--- src/rtl/led_bar_pkg.sv ---
// Shared definitions for the switch count encoder and the LED bar decoder:
// FSM state encoding and the LED position range.
package led_bar_pkg;

  typedef enum logic [1:0] {
    IDLE   = 2'd0,
    SETTLE = 2'd1,
    COMMIT = 2'd2
  } state_t;

  localparam int unsigned LED_LOW  = 32'd4;
  localparam int unsigned LED_HIGH = 32'd9;
  localparam logic [3:0]  CODE_OFF = 4'b0000;

endpackage

--- src/rtl/sync_2ff.sv ---
// Two-flop synchronizer for asynchronous inputs; only q may feed logic.
module sync_2ff #(
  parameter int WIDTH = 1
) (
  input  logic             clk,
  input  logic             rst_n,
  input  logic [WIDTH-1:0] d,
  output logic [WIDTH-1:0] q
);

  logic [WIDTH-1:0] meta_r;

  // Metastability stage followed by the clean output stage
  always_ff @(posedge clk or negedge rst_n) begin
    if (!rst_n) begin
      meta_r <= {WIDTH{1'b0}};
      q      <= {WIDTH{1'b0}};
    end else begin
      meta_r <= d;
      q      <= meta_r;
    end
  end

endmodule

--- src/rtl/switch_count_encoder.sv ---
// Debounces six slide switches and reports the committed position (4..9) as a
// 4-bit code with a one-cycle valid pulse; multi-hot patterns raise error.
module switch_count_encoder #(
  parameter int DEBOUNCE_CYCLES = 16
) (
  input  logic       clk,
  input  logic       rst_n,
  input  logic [9:4] sw,
  output logic [3:0] count,
  output logic       valid,
  output logic       error
);
  import led_bar_pkg::*;

  localparam int               CNT_W    = $clog2(DEBOUNCE_CYCLES);
  localparam logic [CNT_W-1:0] CNT_LAST = CNT_W'(DEBOUNCE_CYCLES - 1);
  localparam logic [CNT_W-1:0] CNT_ONE  = CNT_W'(1);

  // Position code of the highest set bit; only meaningful for one-hot or zero
  function automatic logic [3:0] encode(input logic [5:0] p);
    logic [3:0] code;
    code = CODE_OFF;
    for (int i = 0; i <= int'(LED_HIGH - LED_LOW); i++) begin
      code = p[i] ? 4'(LED_LOW + 32'(i)) : code;
    end
    return code;
  endfunction

  function automatic logic is_multi_hot(input logic [5:0] p);
    return (p & (p - 6'd1)) != 6'd0;
  endfunction

  logic [5:0]       sync_s;
  state_t           state_r, state_s;
  logic [5:0]       cand_r, cand_s;
  logic [5:0]       committed_r, committed_s;
  logic [CNT_W-1:0] cnt_r, cnt_s;
  logic [3:0]       count_r, count_s;
  logic             valid_r, valid_s;
  logic             error_r, error_s;

  sync_2ff #(.WIDTH(6)) u_sync (
    .clk   (clk),
    .rst_n (rst_n),
    .d     (sw),
    .q     (sync_s)
  );

  // State, debounce bookkeeping and registered outputs
  always_ff @(posedge clk or negedge rst_n) begin
    if (!rst_n) begin
      state_r     <= IDLE;
      cand_r      <= 6'd0;
      committed_r <= 6'd0;
      cnt_r       <= {CNT_W{1'b0}};
      count_r     <= CODE_OFF;
      valid_r     <= 1'b0;
      error_r     <= 1'b0;
    end else begin
      state_r     <= state_s;
      cand_r      <= cand_s;
      committed_r <= committed_s;
      cnt_r       <= cnt_s;
      count_r     <= count_s;
      valid_r     <= valid_s;
      error_r     <= error_s;
    end
  end

  // Next state; output updates are computed on the edge that enters COMMIT
  always_comb begin
    state_s     = state_r;
    cand_s      = cand_r;
    committed_s = committed_r;
    cnt_s       = cnt_r;
    count_s     = count_r;
    valid_s     = 1'b0;
    error_s     = error_r;
    case (state_r)
      IDLE: begin
        if (sync_s != cand_r) begin
          cand_s  = sync_s;
          cnt_s   = {CNT_W{1'b0}};
          state_s = SETTLE;
        end else begin
          state_s = IDLE;
        end
      end
      SETTLE: begin
        if (sync_s != cand_r) begin
          cand_s = sync_s;
          cnt_s  = {CNT_W{1'b0}};
        end else if (cnt_r == CNT_LAST) begin
          state_s = COMMIT;
          // A pattern equal to the committed one is a silent re-confirmation
          if (cand_r != committed_r) begin
            committed_s = cand_r;
            if (is_multi_hot(cand_r)) begin
              error_s = 1'b1;
            end else begin
              count_s = encode(cand_r);
              error_s = 1'b0;
              valid_s = 1'b1;
            end
          end else begin
            committed_s = committed_r;
          end
        end else begin
          cnt_s = cnt_r + CNT_ONE;
        end
      end
      COMMIT: begin
        state_s = IDLE;
      end
      default: begin
        state_s = IDLE;
      end
    endcase
  end

  assign count = count_r;
  assign valid = valid_r;
  assign error = error_r;

endmodule
--- config.mk ---
export PLATFORM = sky130hd
export DESIGN_NAME = switch_count_encoder
export DESIGN_NICKNAME = d
export VERILOG_FILES = /design/src/rtl/led_bar_pkg.sv /design/src/rtl/sync_2ff.sv /design/src/rtl/switch_count_encoder.sv
export SDC_FILE = /design/constraint.sdc
export NUM_CORES = 1
export LEC_CHECK = 0
export CAP_MARGIN = 20
export CORE_MARGIN = 2
export CORE_UTILIZATION = 55
export CTS_BUF_LIST = sky130_fd_sc_hd__clkbuf_8 sky130_fd_sc_hd__clkbuf_16
export DETAILED_ROUTE_END_ITERATION = 6
export GPL_TIMING_DRIVEN = 0
export PLACE_DENSITY = 0.75
export SLEW_MARGIN = 10
export SYNTH_ARGS = -nofsm -noshare
export SYNTH_HDL_FRONTEND = slang
export SYNTH_SLANG_ARGS = --single-unit
--- constraint.sdc ---
create_clock -name clk -period 4.3 [get_ports clk]
set_clock_uncertainty 0.15 [all_clocks]
set_input_delay 0.645 -clock clk [delete_from_list [all_inputs] [get_ports clk]]
set_output_delay 0.645 -clock clk [all_outputs]
set_load 0.005 [all_outputs]
Yosys cells after proc, flatten, opt, wreduce, memory -nomap -nowiden
Index checks and enable logic that the tools add are counted.
{"block": "word_totals", "wordCells": 51, "input_bits": 8, "register_bits": 36}
{"block": "classes", "n_reduce_logical": 9, "bitwise_logic": 3, "n_eq_ne": 8, "muxes": 20, "n_addsub": 2}
{"op": "two-way mux 4 bit", "n": 5}
{"op": "two-way mux 3 bit", "n": 4}
{"op": "inequality test 6 bit", "n": 2}
{"op": "case mux 4 bit (2 select lines)", "n": 1}
{"op": "two-way mux 1 bit", "n": 7}
{"op": "bitwise AND 6 bit", "n": 1}
{"op": "inequality test 2 bit, second input constant", "n": 3}
{"op": "nonzero test 6 bit", "n": 1}
{"op": "subtractor 6 x 1 -> 6 bit, second input constant", "n": 1}
{"op": "AND reduction 5 bit", "n": 1}
{"op": "adder 4 x 1 -> 4 bit, second input constant", "n": 1}
{"op": "equality test 4 bit, second input constant", "n": 1}
{"op": "two-way mux 2 bit", "n": 2}
{"op": "case mux 2 bit (2 select lines)", "n": 1}
{"op": "AND reduction 2 bit", "n": 2}
{"op": "AND reduction 4 bit", "n": 1}
{"op": "inequality test 3 bit, second input constant", "n": 1}
{"op": "AND reduction 3 bit", "n": 1}
{"op": "equality test 2 x 1 -> 1 bit, second input constant", "n": 1}
{"op": "logical NOT 2 bit", "n": 1}
{"op": "NOT 1 bit", "n": 2}
{"op": "nonzero test 2 bit", "n": 1}
{"op": "OR reduction 2 bit", "n": 1}

Longest topological paths before layout
Gate-level depths: netlist (run 1).
{"block": "depth", "depth_word": 8, "ltp_mapped": 7, "depth_no_buf": 6}

By module
Synthesis (run 1) repeated with hierarchy kept, for this count alone.
{"block": "hier_totals", "hier_cells": 117, "area_unflattened_um2": 1525.2}
{"mod": "switch_count_encoder", "n_inst": 1, "cells_per_inst": 105, "area_each_um2": 1224.9}
{"mod": "sync_2ff", "n_inst": 1, "cells_per_inst": 12, "area_each_um2": 300.3}

Worst setup path after synthesis (run 1)
No wires, ideal clock.
{"block": "synth_timing", "kind": "register -> register", "start": "register cand_r[1]", "end": "register count_r[0] (netlist: count[0])", "t_arrival_ps": 1715, "slack_ps": 2308, "synth_period_minus_slack_ps": 1992, "path_stages_with_launch": 7, "path_cell_list": "dfrtp_1 -> buf_6 -> xor2_1 -> nor4_4 -> nand3_2 -> nor3_4 -> mux2_1"}
{"block": "synth_between", "elab_chain_cells": 5, "elab_cells_between_ends": 13, "classes_between": "add/sub (1); eq/ne (2); mux (5); bitwise (3); reduce/logical (2)"}
{"element": "start, declared", "line_no": "switch_count_encoder.sv:35", "rtl": "logic [5:0] cand_r, cand_s;"}
{"element": "start signal, assigned", "line_no": "switch_count_encoder.sv:61", "rtl": "cand_r <= cand_s;"}
{"element": "subtractor 6 x 1 -> 6 bit or two-way mux 3 bit (tied branches)", "line_no": "switch_count_encoder.sv:30, switch_count_encoder.sv:24"}
{"element": "bitwise AND 6 bit or two-way mux 3 bit (tied branches)", "line_no": "switch_count_encoder.sv:30, switch_count_encoder.sv:24"}
{"element": "nonzero test 6 bit or two-way mux 3 bit (tied branches)", "line_no": "switch_count_encoder.sv:30, switch_count_encoder.sv:24"}
{"element": "NOT 1 bit (no line) or two-way mux 4 bit (tied branches)"}
{"element": "AND reduction 5 bit (no line) or two-way mux 4 bit (tied branches)"}
{"element": "end signal, assigned", "line_no": "switch_count_encoder.sv:64", "rtl": "count_r <= count_s;"}
{"element": "end, declared", "line_no": "switch_count_encoder.sv:38", "rtl": "logic [3:0] count_r, count_s;"}
Parallel ways exist; a longest one is shown, timed or not.
A chain may end at the register's enable or synchronous reset.

Final worst setup path (run 1)
{"block": "layout_timing", "start": "register cand_r[0]", "end": "register count_r[1] (netlist: count[1])"}
{"block": "layout_between", "elab_chain_cells": 5, "elab_cells_between_ends": 8, "classes_between": "add/sub (1); eq/ne (2); bitwise (3); reduce/logical (2)"}
{"element": "subtractor 6 x 1 -> 6 bit", "line_no": "switch_count_encoder.sv:30", "rtl": "return (p & (p - 6'd1)) != 6'd0;"}
{"element": "bitwise AND 6 bit", "line_no": "switch_count_encoder.sv:30"}
{"element": "nonzero test 6 bit", "line_no": "switch_count_encoder.sv:30"}
{"element": "NOT 1 bit (no line)"}
{"element": "AND reduction 5 bit (no line) *"}
Every way passes the cells marked *; elsewhere a longest branch is shown, timed or not.

==> results.toml, run 1 <==
[run_status]
outcome = "finished clean"

[layout]
post_route_cells_drive_above_1_share_pct = 16.22
fin_nets = 156
layout.filler_cells = 197
area.growth.synth_to_final_pct = 16.83
diodes_inserted = 0
area.sequential_sq_um = 900.9
multiInputGateArea_sq_um = 563.0

[power_and_ir_drop]
power.share.combinational_pct = 6.4
power.internal_mw = 0.4930
cellPowerDensity_mw_per_mm2 = 357.3
cellLeakagePower_nw = 0.8093
ir_worst_vdd_uv = 336.3
seq_power_share_pct = 55.3
p_switching_mw = 0.1432
sw_frac_of_total_pct = 22.51
clock_power_share_pct = 38.3

[cts]
cts_buffers = 5
postCtsSetupRepairBufs = 0
cts-root-to-sink-buffers = 2
cts_hold_buf = 0
cts.reportedPaths.clkPinSlew_ns = 0.07
cts-htree-levels = 2
ctsResizeCount = 0
clk_sink_count = 36
clock_tree_from_tritoncts = "yes"
cts_root_buf = "sky130_fd_sc_hd__clkbuf_8"
clk_latency_ns = 0.29

[placement]
io_buffer_count = 13
place_ws_ns = 2.139
gpl_congestion = 0.7738
dp_hpwl_microns = 1693

[global_routing]
grt_first_pass_wirelength_microns = 4278
pin_count_of_the_biggest_net_entering_global_routing = 37
grt.total_usage_pct = 18.40
first_global_vias = 959
grt_overflow_total = 0
antenna_found_initial = 0

[die]
design.core.area_sq_mm = 0.002686
floorplan.die_area_sq_mm = 0.003208
die_height_microns = 56.64
ios = 14
floorplan.initialDensity_pct = 56.73
std_cell_rows = 19
chipWidth_microns = 56.64

[detailed_routing]
firstDrtPassIters = 4
finalWirelength_microns = 2456
antenna_left = 0
route.detailed.wl_per_inst_microns = 13.72
drc = 0
vias = 956
vias_per_instance = 5.341
drtIter0Drc = 11

[setup_path]
r2r_setup_slk_ns = 2.13
critPathBufInv = 1
worst_path_arrival_time_ns = 2.19
r2r.worst_path.cells = 6
worstPathCellList = "buf_2 -> xor2_1 -> nor4_4 -> nand3_2 -> nor3_4 -> mux2_1"
critical_path.max_stage_delay_ns = 0.37
critical_path_required_ns = 4.32
regToRegEndpoint = "count[1]"
kind_of_cell_adding_the_most_delay_to_the_critical_path = "simple AND/OR/NAND/NOR gates"
worst_setup_path_start_kind = "flip-flop"
crit-reg2reg-launch = "cand_r[0]"
timing_worst_setup_path_type = "reg -> reg"
timing.critical_path.fanout_max = 9
timing.critical_path.to_type = "flip-flop"
cp_slowest_cell = "sky130_fd_sc_hd__dfrtp_1"

[worst_hold_path]
min_path_cells = 0
hold_path_origin = "u_sync.meta_r[5]"
timing.hold.worst.class = "reg -> reg"
timing.hold.worst_endpoint = "u_sync.q[5]"

[sta]
setup_tns_ns = 0
final_report_max_slew_violation_count = 0
grt_setup_unrepaired = "false"
hold_viol = 0
finalWorstPathRequiredPeriod_ns = 2.171
final_critical_path_setup_slack_ns = 2.129
timing.final.setup_violations = 0
fin_crit_sh_pct = 50.48
fmax_mhz = 460.7
timing_worst_slew_pin_value_ns = 0.7794
worst_slew_margin_rel_pct = 48.04

[synthesis]
synth_warnings = 0
yosys_register_bits = 36
post_synthesis_cell_count = 127
synth_cell_type_count = 33
post_synth_instance_area_sq_mm = 0.001524
synthesis.area_per_instance_sq_um = 12.00
synth_ff_type = "sky130_fd_sc_hd__dfrtp_1"
postSynth.asyncResetShare_pct = 100.0
synth_nets = 136
sequential_area_share_after_synthesis_pct = 59.11
synth_edf_count = 0

[job]
total_of_max_cap_violations = 0
-- stage by stage --
step	std cells	instance area, sq um	power (mW)	utilization, %	hold slack [ns]
after floorplan	127	1524	0.3819	-	0.1812
after global placement	171	1693	0.3984	63.02	0.1833
after detailed placement	171	1688	0.3998	62.83	0.1862
after CTS	179	1780	0.6452	66.28	0.2017
after global routing	179	1780	0.6651	66.28	0.2090
final	179	1780	0.6362	66.28	0.1980
-- kinds of logic after synthesis --
family | after synthesis | synth area share [%]
compound gates | 14 | 5.419
xor+xnor | 12 | 6.896
fa+ha+maj | 1 | 0.8209
buf+inv | 11 | 3.940
flops | 36 | 59.11
mux | 12 | 8.784
simple gates | 41 | 15.02
-- sequential cells by signal (all words and copies together) (netlist names) --
signal and count:
committed_r 6, count 4, valid 1, state_r 2
u_sync.meta_r 6, cnt_r 4, error 1, cand_r 6
u_sync.q 6
-- metal layers --
layer	track usage (%)	up-vias	share of wire [%]
met4	6.803	0	1.3
met1	23.11	475	42
met3	7.604	3	4.5
met2	28.57	19	52
met5	0	-	0
li1	-	459	-
-- power by group through the flow --
stage          Clock (mW)  Combinational [mW]  Sequential, mW
6_report            0.244              0.0408           0.352
5_1_grt             0.267              0.0457           0.352
4_1_cts             0.252              0.0416           0.352
3_5_place_dp            0              0.0415           0.358
3_3_place_gp            0              0.0406           0.358
2_1_floorplan           0              0.0248           0.357
-- cells in the mapped netlist, types with 2 or more instances --
cell / count / share of area [%]
sky130_fd_sc_hd__a21oi_1: 8 / 2.6
sky130_fd_sc_hd__and2_1: 2 / 0.82
sky130_fd_sc_hd__buf_2: 3 / 0.98
sky130_fd_sc_hd__buf_6: 2 / 1.5
sky130_fd_sc_hd__clkbuf_1: 2 / 0.49
sky130_fd_sc_hd__dfrtp_1: 36 / 59
sky130_fd_sc_hd__inv_1: 4 / 0.98
sky130_fd_sc_hd__mux2_1: 5 / 3.7
sky130_fd_sc_hd__mux2_2: 6 / 4.4
sky130_fd_sc_hd__nand2_1: 17 / 4.2
sky130_fd_sc_hd__nand3_1: 3 / 0.98
sky130_fd_sc_hd__nand4_1: 2 / 0.82
sky130_fd_sc_hd__nor2_1: 6 / 1.5
sky130_fd_sc_hd__nor2b_1: 2 / 0.82
sky130_fd_sc_hd__xnor2_1: 4 / 2.3
sky130_fd_sc_hd__xor2_1: 8 / 4.6
-- worst register-to-register path: cells and delay by family (launching register included) --
kind | cells | cell delay (ns)
and+or+nand+nor | 3 | 0.80
DFF | 1 | 0.37
muxes | 1 | 0.36
xor gates and xnor gates | 1 | 0.20
buffers and inverters | 1 | 0.18
-- cell usage in the layout (no fill, tap or decap), types with 2 or more instances in the layout --
cell type	synthesis	layout
sky130_fd_sc_hd__nor2b_1	2	2
sky130_fd_sc_hd__clkinv_2	0	2
sky130_fd_sc_hd__nand3_1	3	3
sky130_fd_sc_hd__nor2_1	6	6
sky130_fd_sc_hd__buf_2	3	4
sky130_fd_sc_hd__a21oi_1	8	8
sky130_fd_sc_hd__clkbuf_1	2	2
sky130_fd_sc_hd__xor2_1	8	8
sky130_fd_sc_hd__xnor2_1	4	4
sky130_fd_sc_hd__clkbuf_8	0	6
sky130_fd_sc_hd__and2_1	2	2
sky130_fd_sc_hd__nand4_1	2	2
sky130_fd_sc_hd__mux2_1	5	5
sky130_fd_sc_hd__nand2_1	17	17
sky130_fd_sc_hd__clkdlybuf4s50_1	0	12
sky130_fd_sc_hd__dfrtp_1	36	36
sky130_fd_sc_hd__inv_1	4	4
sky130_fd_sc_hd__buf_6	2	2
sky130_fd_sc_hd__mux2_2	6	6
-- layout make-up --
type,count,share of cell area (%)
clock buffers,6,4.638
inverters,4,0.8433
multi-input cells,80,31.62
clock inverters,2,0.5622
plain buffers,7,2.530
well taps,31,2.178
repair buffers,13,7.027
flip-flops and latches,36,50.60
-- how the worst max path moves through the flow --
stage	slack, ns	end	cells past startpoint	start
4_1_cts	2.11	count[1]	6	cand_r[1]
5_1_grt	1.99	count[2]	6	cand_r[4]
6_report	2.13	count[1]	6	cand_r[0]
3_5_place_dp	2.14	count[1]	6	cand_r[1]
3_3_place_gp	1.71	count[1]	1	rst_n
2_1_floorplan	2.31	count[0]	6	cand_r[1]
No activity file was read; power rests on OpenSTA's default activity.
==> inputs of run 2 (changes only) <==
CORE_UTILIZATION = 50   (was 55)
PLACE_DENSITY = 0.72   (was 0.75)
clock period = 1.8 ns   (was 4.3 ns; I/O delays follow)
==> run 2 against run 1 <==
Net effect: the flow now finishes with violations (setup timing); sequential share of layout area decreased by 7.5 points; die area increased by 9.3%; global-route usage down 0.59 points; via count increased by 9.0%; worst hold slack better by 0.0057 ns; first-iteration DRC count grew to 2.8 times the previous value; sequential power increased by 140%; combinational power rose to 3.1 times the previous value; final cell count is 8.4% higher; flip-flop and latch count unchanged; critical path type unchanged; largest cell class unchanged.
==> results.toml, run 2 (synthesized netlist as in run 1, its figures left out) <==
[cts]
cts.reportedPaths.clkPinSlew_ns = 0.08
clk_latency_ns = 0.29
cts_root_buf = "sky130_fd_sc_hd__clkbuf_8"
clock_tree_from_tritoncts = "yes"
cts_buffers = 5
clk_sink_count = 36
cts-root-to-sink-buffers = 2
cts-htree-levels = 2

[setup_path]
critical_path.max_stage_delay_ns = 0.44
timing_worst_setup_path_type = "reg -> reg"
critical_path_required_ns = 1.83
worst_setup_path_start_kind = "flip-flop"
critPathBufInv = 1
timing.critical_path.fanout_max = 5
cp_slowest_cell = "sky130_fd_sc_hd__dfrtp_2"
timing.critical_path.to_type = "flip-flop"
kind_of_cell_adding_the_most_delay_to_the_critical_path = "simple AND/OR/NAND/NOR gates"
crit-reg2reg-launch = "cand_r[5]"
critical_path.startpoint = "cand_r[5]"
worstPathCellList = "buf_4 -> or2_4 -> a2111oi_4 -> a21oi_2 -> nor3_4 -> mux2_4"
worst_path_arrival_time_ns = 2.13

[sta]
hold_viol = 0
timing_worst_slew_pin_value_ns = 0.7865
worst_slew_margin_rel_pct = 47.56
grt_setup_unrepaired = "true"
final_critical_path_setup_slack_ns = -0.3023
holdWs_ns = 0.2037
fmax_mhz = 475.7
fin_crit_sh_pct = 116.8
setup_tns_ns = -2.009
timing.final.setup_violations = 12
final_report_max_slew_violation_count = 0
finalWorstPathRequiredPeriod_ns = 2.102

[layout]
layout.filler_cells = 203
mostFrequentLayoutCell = "sky130_fd_sc_hd__dfrtp_1"
fin_nets = 169
post_route_cells_drive_above_1_share_pct = 43.48
layout.cells.most_common_list = "sky130_fd_sc_hd__dfrtp_1 (34), sky130_fd_sc_hd__buf_4 (12), sky130_fd_sc_hd__clkdlybuf4s50_1 (12)"
area.growth.synth_to_final_pct = 37.52
diodes_inserted = 0

[die]
std_cell_rows = 20
chipWidth_microns = 59.21
die_height_microns = 59.21
design.core.area_sq_mm = 0.002978
floorplan.initialDensity_pct = 51.18
floorplan.die_area_sq_mm = 0.003505
ios = 14

[global_routing]
grt.total_usage_pct = 17.81
grt_overflow_total = 0
grt_first_pass_wirelength_microns = 4485
antenna_found_initial = 0
pin_count_of_the_biggest_net_entering_global_routing = 37
first_global_vias = 1003

[power_and_ir_drop]
power.internal_mw = 1.306
fin_total_pwr_mw = 1.696
sw_frac_of_total_pct = 22.99
p_switching_mw = 0.3899
cellPowerDensity_mw_per_mm2 = 809.1
ir_worst_vdd_uv = 671.0
clock_power_share_pct = 42.7
power.share.combinational_pct = 7.5
cellLeakagePower_nw = 0.9064
seq_power_share_pct = 49.8

[detailed_routing]
drtIter0Drc = 31
vias = 1042
met3WireLength_microns = 93
antenna_left = 0
vias_per_instance = 5.371
drc = 0
route.detailed.wl_per_inst_microns = 15.42
firstDrtPassIters = 4
finalWirelength_microns = 2992
highest_metal_layer_with_signal_wires = "met4"
routedLengthMet1_microns = 1237
wl_met2_microns = 1611

[placement]
gpl_congestion = 0.7110
dp_hpwl_microns = 1710
io_buffer_count = 13

[run_status]
outcome = "finished with violations"
violations = "setup timing"

[worst_hold_path]
timing.hold.worst.class = "reg -> reg"
hold_path_origin = "u_sync.meta_r[4]"

[job]
total_of_max_cap_violations = 0
[run 2: cell types whose count changed in the layout (fill, tap and decap cells not counted), sizes merged]
cell,before,now
buf,6,19
bufinv,0,1
clkbuf,8,6
clkinv,2,0
clkinvlp,0,1
dlygate4sd3,0,1
inv,4,5
[run 2: area by class of cell]
class                      instances  area (sq um)  area share, %
sequential                        36         903.4          43.10
multi-input combinational         80         724.4          34.57
timing repair buffer              28         251.5          12.00
clock buffer                       5         68.82          3.284
clock inverter                     3         46.29          2.209
buffer                             5         45.04          2.149
tap                               33         41.29          1.970
inverter                           4         15.01         0.7164
[run 2: worst paths after layout]
kind                          endpoint  cells after the start  slack (ns)
hold reg to reg            u_sync.q[4]                      0        0.20
hold / removal             u_sync.q[4]                      0        0.20
max in group asynchronous    cand_r[2]                      2        0.51
min in group asynchronous        error                      2        0.45
setup reg to reg              count[3]                      6       -0.30
setup / recovery              count[3]                      6       -0.30
[run 2: timing repair]
item	in CTS	in global routing
pin swaps	3	12
resized for setup	11	32
hold buffers	1	0
endpoints found under the hold margin	36	0
endpoints found under the setup margin	6	16
buffers inserted	5	10
[run 2: per-stage QoR]
| step | instances | instance area (sq um) | setup slack, ns | util (%) |
|---|---|---|---|---|
| CTS | 186 | 1908 | -0.3185 | 64.08 |
| global route | 194 | 2096 | -0.3673 | 70.38 |
| finish | 194 | 2096 | -0.3023 | 70.38 |
| detailed placement | 173 | 1707 | -0.3971 | 57.31 |
| floorplan | 127 | 1540 | -0.1722 | - |
| global placement | 173 | 1712 | -0.3895 | 57.48 |
[run 2: layer usage]
metal  track usage [%]  up-vias
met4             7.792        0
met2             29.20       18
li1                  -      483
met3             5.895        6
met5                 0        -
met1             21.26      535
[run 2: power by group through the flow]
stage               logic [mW]  registers, mW  clock network (mW)
detailed placement       0.102          0.857                   0
finish                   0.127          0.845               0.724
floorplan               0.0614          0.854                   0
global route             0.139          0.847               0.774
CTS                      0.104          0.844               0.739
global placement        0.0988          0.855                   0
